File: config.mk
export PLATFORM = sky130hd
export DESIGN_NAME = utopia_tx_scheduler
export DESIGN_NICKNAME = d
export VERILOG_FILES = /design/src/rtl/utopia_tx_scheduler.sv
export SDC_FILE = /design/constraint.sdc
export NUM_CORES = 1
export LEC_CHECK = 0
export ABC_CLOCK_PERIOD_IN_PS = 5300
export CAP_MARGIN = 10
export CORE_MARGIN = 2
export CORE_UTILIZATION = 53
export CTS_BUF_LIST = sky130_fd_sc_hd__clkbuf_4 sky130_fd_sc_hd__clkbuf_8
export DETAILED_ROUTE_END_ITERATION = 8
export DONT_BUFFER_PORTS = 1
export PLACE_DENSITY_LB_ADDON = 0.25
export RECOVER_POWER = 100
export REMOVE_ABC_BUFFERS = 1
export SETUP_SLACK_MARGIN = 0.5
export SLEW_MARGIN = 0
export SYNTH_ARGS = -nofsm -noshare
export SYNTH_HDL_FRONTEND = slang
export SYNTH_SLANG_ARGS = --single-unit
File: constraint.sdc
create_clock -name clk_in -period 5.3 [get_ports clk_in]
set_input_delay 1.59 -clock clk_in [delete_from_list [all_inputs] [get_ports clk_in]]
set_output_delay 1.59 -clock clk_in [all_outputs]
set_load 0.03 [all_outputs]
File: src/rtl/utopia_tx_scheduler.sv
// Round-robin transmit scheduler for a shared UTOPIA Level-2 style bus.
// Polls the candidate PHY's clav, grants one source and streams a full cell with soc/en_n framing.
module utopia_tx_scheduler #(
    parameter int IfWidth   = 8,
    parameter int NumTx     = 4,
    parameter int AddrWidth = 5,
    parameter int CellBytes = 53
) (
    input  logic                 clk_in,
    input  logic                 reset,
    input  logic [NumTx-1:0]     req,
    input  logic [IfWidth-1:0]   cell_data_in,
    output logic [NumTx-1:0]     grant,
    output logic                 rd_en,
    output logic                 cell_done,
    output logic [AddrWidth-1:0] phy_addr,
    input  logic                 clav,
    output logic [IfWidth-1:0]   data,
    output logic                 soc,
    output logic                 en_n,
    output logic                 busy,
    output logic [15:0]          cells_sent
);

    localparam int PtrW = (NumTx > 1) ? $clog2(NumTx) : 1;
    localparam int CntW = (CellBytes > 1) ? $clog2(CellBytes) : 1;
    localparam logic [AddrWidth-1:0] NullAddr = {AddrWidth{1'b1}};
    localparam logic [PtrW-1:0]      LastPtr  = PtrW'(NumTx - 1);
    localparam logic [CntW-1:0]      LastWord = CntW'(CellBytes - 1);

    typedef enum logic [2:0] {
        IDLE  = 3'd0,
        POLL  = 3'd1,
        CHECK = 3'd2,
        SEND  = 3'd3,
        GAP   = 3'd4
    } state_t;

    state_t               state_q, state_d;
    logic [NumTx-1:0]     grant_q, grant_d;
    logic [PtrW-1:0]      cand_q, cand_d;
    logic [PtrW-1:0]      rr_ptr_q, rr_ptr_d;
    logic [CntW-1:0]      cnt_q, cnt_d;
    logic [AddrWidth-1:0] phy_addr_q, phy_addr_d;
    logic [IfWidth-1:0]   data_q, data_d;
    logic                 soc_q, soc_d;
    logic                 en_n_q, en_n_d;
    logic                 cell_done_q, cell_done_d;
    logic [15:0]          cells_sent_q, cells_sent_d;

    logic [PtrW-1:0]      pick_s;
    logic [PtrW-1:0]      scan_s;
    logic                 pick_found_s;
    logic [NumTx-1:0]     grant_onehot_s;

    function automatic logic [PtrW-1:0] next_ptr(input logic [PtrW-1:0] p);
        return (p == LastPtr) ? {PtrW{1'b0}} : p + PtrW'(1);
    endfunction

    assign grant_onehot_s = NumTx'(1'b1) << cand_q;

    // First requesting source at or after rr_ptr, wrapping at the last port.
    always_comb begin
        pick_found_s = 1'b0;
        pick_s       = rr_ptr_q;
        scan_s       = rr_ptr_q;
        for (int i = 0; i < NumTx; i++) begin
            if (!pick_found_s && req[scan_s]) begin
                pick_found_s = 1'b1;
                pick_s       = scan_s;
            end else begin
                pick_found_s = pick_found_s;
            end
            scan_s = next_ptr(scan_s);
        end
    end

    // Next-state and registered-output logic for the poll/grant/send sequence.
    always_comb begin
        state_d      = state_q;
        grant_d      = grant_q;
        cand_d       = cand_q;
        rr_ptr_d     = rr_ptr_q;
        cnt_d        = cnt_q;
        phy_addr_d   = phy_addr_q;
        data_d       = data_q;
        soc_d        = soc_q;
        en_n_d       = en_n_q;
        cell_done_d  = 1'b0;
        cells_sent_d = cells_sent_q;
        case (state_q)
            IDLE: begin
                if (req != {NumTx{1'b0}}) begin
                    cand_d     = pick_s;
                    phy_addr_d = AddrWidth'(pick_s);
                    state_d    = POLL;
                end else begin
                    phy_addr_d = NullAddr;
                end
            end
            POLL: begin
                state_d = CHECK;
            end
            CHECK: begin
                // A PHY without room is skipped so it drops to lowest priority.
                if (clav && req[cand_q]) begin
                    grant_d = grant_onehot_s;
                    cnt_d   = {CntW{1'b0}};
                    state_d = SEND;
                end else begin
                    rr_ptr_d   = next_ptr(cand_q);
                    phy_addr_d = NullAddr;
                    state_d    = IDLE;
                end
            end
            SEND: begin
                data_d = cell_data_in;
                en_n_d = 1'b0;
                soc_d  = (cnt_q == {CntW{1'b0}});
                if (cnt_q == LastWord) begin
                    rr_ptr_d     = next_ptr(cand_q);
                    cell_done_d  = 1'b1;
                    cells_sent_d = cells_sent_q + 16'd1;
                    state_d      = GAP;
                end else begin
                    cnt_d = cnt_q + CntW'(1);
                end
            end
            GAP: begin
                grant_d    = {NumTx{1'b0}};
                en_n_d     = 1'b1;
                soc_d      = 1'b0;
                phy_addr_d = NullAddr;
                state_d    = IDLE;
            end
            default: begin
                grant_d    = {NumTx{1'b0}};
                en_n_d     = 1'b1;
                soc_d      = 1'b0;
                phy_addr_d = NullAddr;
                state_d    = IDLE;
            end
        endcase
    end

    // State and output registers; reset abandons any partial cell.
    always_ff @(posedge clk_in or posedge reset) begin
        if (reset) begin
            state_q      <= IDLE;
            grant_q      <= {NumTx{1'b0}};
            cand_q       <= {PtrW{1'b0}};
            rr_ptr_q     <= {PtrW{1'b0}};
            cnt_q        <= {CntW{1'b0}};
            phy_addr_q   <= NullAddr;
            data_q       <= {IfWidth{1'b0}};
            soc_q        <= 1'b0;
            en_n_q       <= 1'b1;
            cell_done_q  <= 1'b0;
            cells_sent_q <= 16'd0;
        end else begin
            state_q      <= state_d;
            grant_q      <= grant_d;
            cand_q       <= cand_d;
            rr_ptr_q     <= rr_ptr_d;
            cnt_q        <= cnt_d;
            phy_addr_q   <= phy_addr_d;
            data_q       <= data_d;
            soc_q        <= soc_d;
            en_n_q       <= en_n_d;
            cell_done_q  <= cell_done_d;
            cells_sent_q <= cells_sent_d;
        end
    end

    assign grant      = grant_q;
    assign rd_en      = (state_q == SEND);
    assign busy       = (state_q != IDLE);
    assign cell_done  = cell_done_q;
    assign phy_addr   = phy_addr_q;
    assign data       = data_q;
    assign soc        = soc_q;
    assign en_n       = en_n_q;
    assign cells_sent = cells_sent_q;

endmodule

Yosys cells after proc, flatten, opt, wreduce, memory -nomap -nowiden
Index checks and enable logic that the tools add are counted.
Widths: inputs -> output; s select.
{"block": "op_classes", "n_lt_le_gt_ge": 5, "addsub": 6, "shifts": 1, "reduce_logical": 22, "mux": 39, "n_eq_ne": 13, "n_bitwise": 2}
{"operator": "$mux 2", "n": 10}
{"operator": "$add 16x1->16 const B", "n": 1}
{"operator": "$lt 2x3->1 const B", "n": 5}
{"operator": "$pmux 5 s3", "n": 1}
{"operator": "$mux 6", "n": 2}
{"operator": "$pmux 3 s4", "n": 1}
{"operator": "$pmux 6 s2", "n": 1}
{"operator": "$bmux 1 s2", "n": 5}
{"operator": "$mux 1", "n": 10}
{"operator": "$mux 5", "n": 2}
{"operator": "$reduce_and 2->1", "n": 5}
{"operator": "$add 2x1->2 const B", "n": 4}
{"operator": "$eq 2x2->1 const B", "n": 4}
{"operator": "$ne 2x2->1 const B", "n": 4}
{"operator": "$pmux 4 s2", "n": 1}
{"operator": "$add 6x1->6 const B", "n": 1}
{"operator": "$eq 3x2->1 const B", "n": 2}
{"operator": "$eq 6x6->1 const B", "n": 1}
{"operator": "$logic_not 6->1", "n": 1}
{"operator": "$mux 3", "n": 2}
{"operator": "$reduce_and 3->1", "n": 2}
{"operator": "$reduce_or 3->1", "n": 2}
{"operator": "$logic_and 1x1->1", "n": 4}
{"operator": "$mux 4", "n": 1}
{"operator": "12 further kinds", "n": 16}
{"block": "totals", "in_bits": 15, "ff_bits": 49, "output_inout_bits": 38, "elab_cells": 99}

Logic depth before layout (Yosys ltp)
{"block": "depth", "ltp_word": 14, "ltp_mapped": 8, "depth_no_buf": 8}

Worst setup path before layout
Ideal clock, no wire load.
{"block": "synth_timing", "path_kind": "input to register", "start": "in req[0]", "end": "reg cand_q[0]", "setup_slack_ps": 2400, "arrival_time_ps": 2764, "stages": 6, "required_time_ps": 5164, "setup_time_ps": 136, "cell_sequence": "buf_2 -> mux4_2 -> nor2b_1 -> o21ai_0 -> a221oi_1 -> a21oi_1"}
{"block": "synth_between", "elab_chain_cells": 12}
{"element": "start: declaration", "line": "11", "text": "input logic [NumTx-1:0] req,"}
{"element": "$bmux 1 s2", "line": "68", "text": "if (!pick_found_s && req[scan_s]) begin"}
{"element": "$mux 1 (implied by the code)", "line": "68"}
{"element": "$mux 1", "line": "68"}
{"element": "$logic_not 1->1", "line": "68"}
{"element": "$logic_and 1x1->1", "line": "68"}
{"element": "$mux 1", "line": "68"}
{"element": "$logic_not 1->1", "line": "68"}
{"element": "$logic_and 1x1->1", "line": "68"}
{"element": "$mux 1", "line": "68"}
{"element": "$logic_not 1->1", "line": "68"}
{"element": "$logic_and 1x1->1", "line": "68"}
{"element": "$mux 2", "line": "68"}
{"element": "end signal: assignment", "line": "151", "text": "cand_q <= {PtrW{1'b0}};"}
{"element": "end signal: assignment", "line": "163", "text": "cand_q <= cand_d;"}
{"element": "end: declaration", "line": "41", "text": "logic [PtrW-1:0] cand_q, cand_d;"}
Parallel ways exist; a longest one is shown, timed or not. The select of a mux whose other input is x is not followed.
A chain may end at the register's enable or synchronous reset.

Worst setup path after layout
{"block": "layout_timing", "start": "reg state_q[2]", "end": "out rd_en"}
{"block": "layout_between", "elab_chain_cells": 1}
{"element": "start: declaration", "line": "39", "text": "state_t state_q, state_d;"}
{"element": "start signal: assignment", "line": "161", "text": "state_q <= state_d;"}
{"element": "$eq 3x2->1", "line": "176", "text": "assign rd_en = (state_q == SEND);"}
{"element": "end: declaration", "line": "14", "text": "output logic rd_en,"}
No other way between the ends.

==> results.toml <==
[logic_synthesis]
synthMostInstantiatedCell = "dfrtp_1"
ys_ff_latch = 47
async_flop_share_pct = 100
syn_inst = 244
syn_area_per_cell_um2 = 10.4
synthSimpleGateAreaFrac_pct = 21.3
synth_mux_area_share_pct = 7.02
synth.distinct_cells = 54
synth_compound_area_share_pct = 9.99
yosys_warnings = 0
synthTopCellsByArea = "dfrtp_1 (43%), mux2_2 (4.5%), dfstp_2 (4.2%)"
synth_xor_area_share_pct = 5.89
synth_edf_count = 0
synth_common_cells = "dfrtp_1 (43), nand2_1 (17), nand3_1 (16)"
seq_area_frac_synth_pct = 46.7
synth_adder_area_share_pct = 3.96
syn_area_um2 = 2530
ys.flop_type = "dfrtp_1"
yosysTopAreaCellShare_pct = 42.5
yosys.area.top_type = "dfrtp_1"
synth_top_family_by_area = "simple AND/OR/NAND/NOR gates"

[clock_tree]
postCtsHoldBufs = 0
cts-htree-levels = 2
cts_max_path_buffers = 2
tritoncts = "built"
path_clk_slew_ns = 0.08
cts_setup_buffers = 0
clock-sinks = 47
clk_latency_ns = 0.31
root_buffer = "clkbuf_8"
cts_resized = 0
cts_buffers = 5

[flow_run]
cap_viol_max_count = 1

[timing]
setup_viol = 0
max_slew_margin_pct = -15.3
drv_slew = 48
finalHoldViolCount = 0
skew_ns = 0.00996
timing.final.crit_share_pct = 64.8
grt_setup_unrepaired = "no"
worst_pin_slew_ns = 1.73
fmax_ghz = 0.291
setup_tns_ns = 0
period_needed_ns = 3.43

[worst_hold_path]
hp-class = "flip-flop to flip-flop"

[status]
status = "complete, but fails checks"
failed_checks = "max-capacitance violations, max-slew violations"

[power]
p_leak_uw = 0.00113
total_power_uw = 1450
p_per_area_nw_per_um2 = 561
peakVddDrop_mv = 0.284

[route]
wl_per_cell_um = 16.6
drt_pass1_iterations = 4
totalWireLength_mm = 4.80
via_count = 1740
viasPerCell = 6.00
drtIter0Drc = 98
postRouteAntennaNets = 0
drc = 0

[worst_setup_path]
crit_end = "rd_en"
cp_max_fo = 14
end_kind = "output pin"
reg2reg_depth = 6
r2r-start = "state_q[2]"
cp.required_ns = 3.71
worst-setup-path-type = "flip-flop to output pin"
critPathLaunchType = "flip-flop"
r2r_slack_ns = 2.74
startpoint = "state_q[2]"
worstPathArrival_ns = 1.84
r2r_end = "cells_sent[6]"

[finish]
fin_nets = 258
synthToLayoutAreaGrowth_pct = 1.83
final_cell_count_no_fill = 290
drive_gt1_share_pct = 9.75
num_antenna_cells = 0
stdcell_area_um2 = 2580

[place]
placed_cell_area_um2 = 2510
dp_hpwl_mm = 3.39
dp.cells = 282
portBuffers = 0
place.gp.congestion = 0.793

[floorplan]
die_w_um = 73.1
coreArea_um2 = 4660
die_h_um = 73.1
start_util_pct = 54.3
row_count = 25
pin_count = 53
die_area_um2 = 5340

[global_route]
grt_usage_pct = 19.1
antenna_found_initial = 0
grt_max_degree = 48
first_global_vias = 1668
grt_pass1_wl_mm = 7.99
overflow = 0
-- logic make-up (layout without fill, tap and decap cells) --
kind of cell / after synthesis / after routing
simple gates: 91 / 91
fa+ha+maj: 8 / 8
buf+inv: 28 / 20
flops: 47 / 47
compound gates: 39 / 39
xor+xnor: 17 / 17
mux: 14 / 14
-- state kept, by name (all words and copies together) (netlist names) --
signal and flops:
soc 1, cand_q 2, rr_ptr_q 2, grant 4, cnt_q 6, state_q 3
cell_done 1, phy_addr 3, en_n 1, cells_sent 16, data 8
-- cell type report --
class | count | area, µm²
fillers | 403 | 2080
flip-flops and latches | 47 | 1180
multi-input cells | 169 | 1170
clock buffers | 6 | 76.3
well taps | 54 | 67.6
inverters | 12 | 45.0
clock inverters | 2 | 37.5
-- worst max-delay path, cell delays in order (launching register included) --
cell	delay, ns
dfrtp_1	0.54
nand3b_1	0.56
inv_1	0.45
-- report_power, final --
| part | internal (µW) | leakage [µW] | switching [µW] | total [µW] |
|---|---|---|---|---|
| Combinational | 209 | 0.000478 | 258 | 467 |
| Clock | 146 | 0.0000548 | 121 | 267 |
| Sequential | 462 | 0.000601 | 250 | 713 |
| Total | 818 | 0.00113 | 629 | 1450 |
-- worst min path at each step --
stage / startpoint / end / depth (start not counted)
4_1_cts: cnt_q[4] / cnt_q[4] / 1
2_1_floorplan: cnt_q[0] / cnt_q[0] / 1
3_3_place_gp: cnt_q[0] / cnt_q[0] / 1
6_report: cnt_q[4] / cnt_q[4] / 1
5_1_grt: cnt_q[1] / cnt_q[1] / 2
3_5_place_dp: cnt_q[4] / cnt_q[4] / 1
-- per-layer routing --
metal	share of wire (%)	up-vias	routed length (µm)	GRT usage (%)
li1	-	839	-	-
met1	46	843	2190	26.7
met2	48	52	2280	28.6
met3	5.6	6	267	4.42
met4	1.2	0	58	7.41
met5	0	-	0	0
-- cell usage in the layout, fill, tap and decap left out, types with 4 or more instances in the layout --
cell,netlist,routed
nand3_1,16,16
a21oi_1,13,13
dfrtp_1,43,43
nor4_1,2,5
dfstp_1,0,4
nand2_1,17,17
mux2_2,10,10
inv_1,10,11
o21ai_0,6,10
nor3_1,9,9
ha_1,8,8
xnor2_1,9,9
nor2b_1,6,6
nand4_1,8,8
clkbuf_8,0,5
nor2_1,13,14
xor2_1,8,8
-- metrics by stage --
stage	setup slack, ns	utilization [%]	hold slack (ns)
after floorplan	2.50	-	0.508
after global placement	2.23	53.9	0.559
after detailed placement	2.19	53.9	0.577
after CTS	1.84	56.3	0.589
after global routing	1.72	55.3	0.619
final	1.87	55.3	0.596
(Power assumes the default switching activity.)
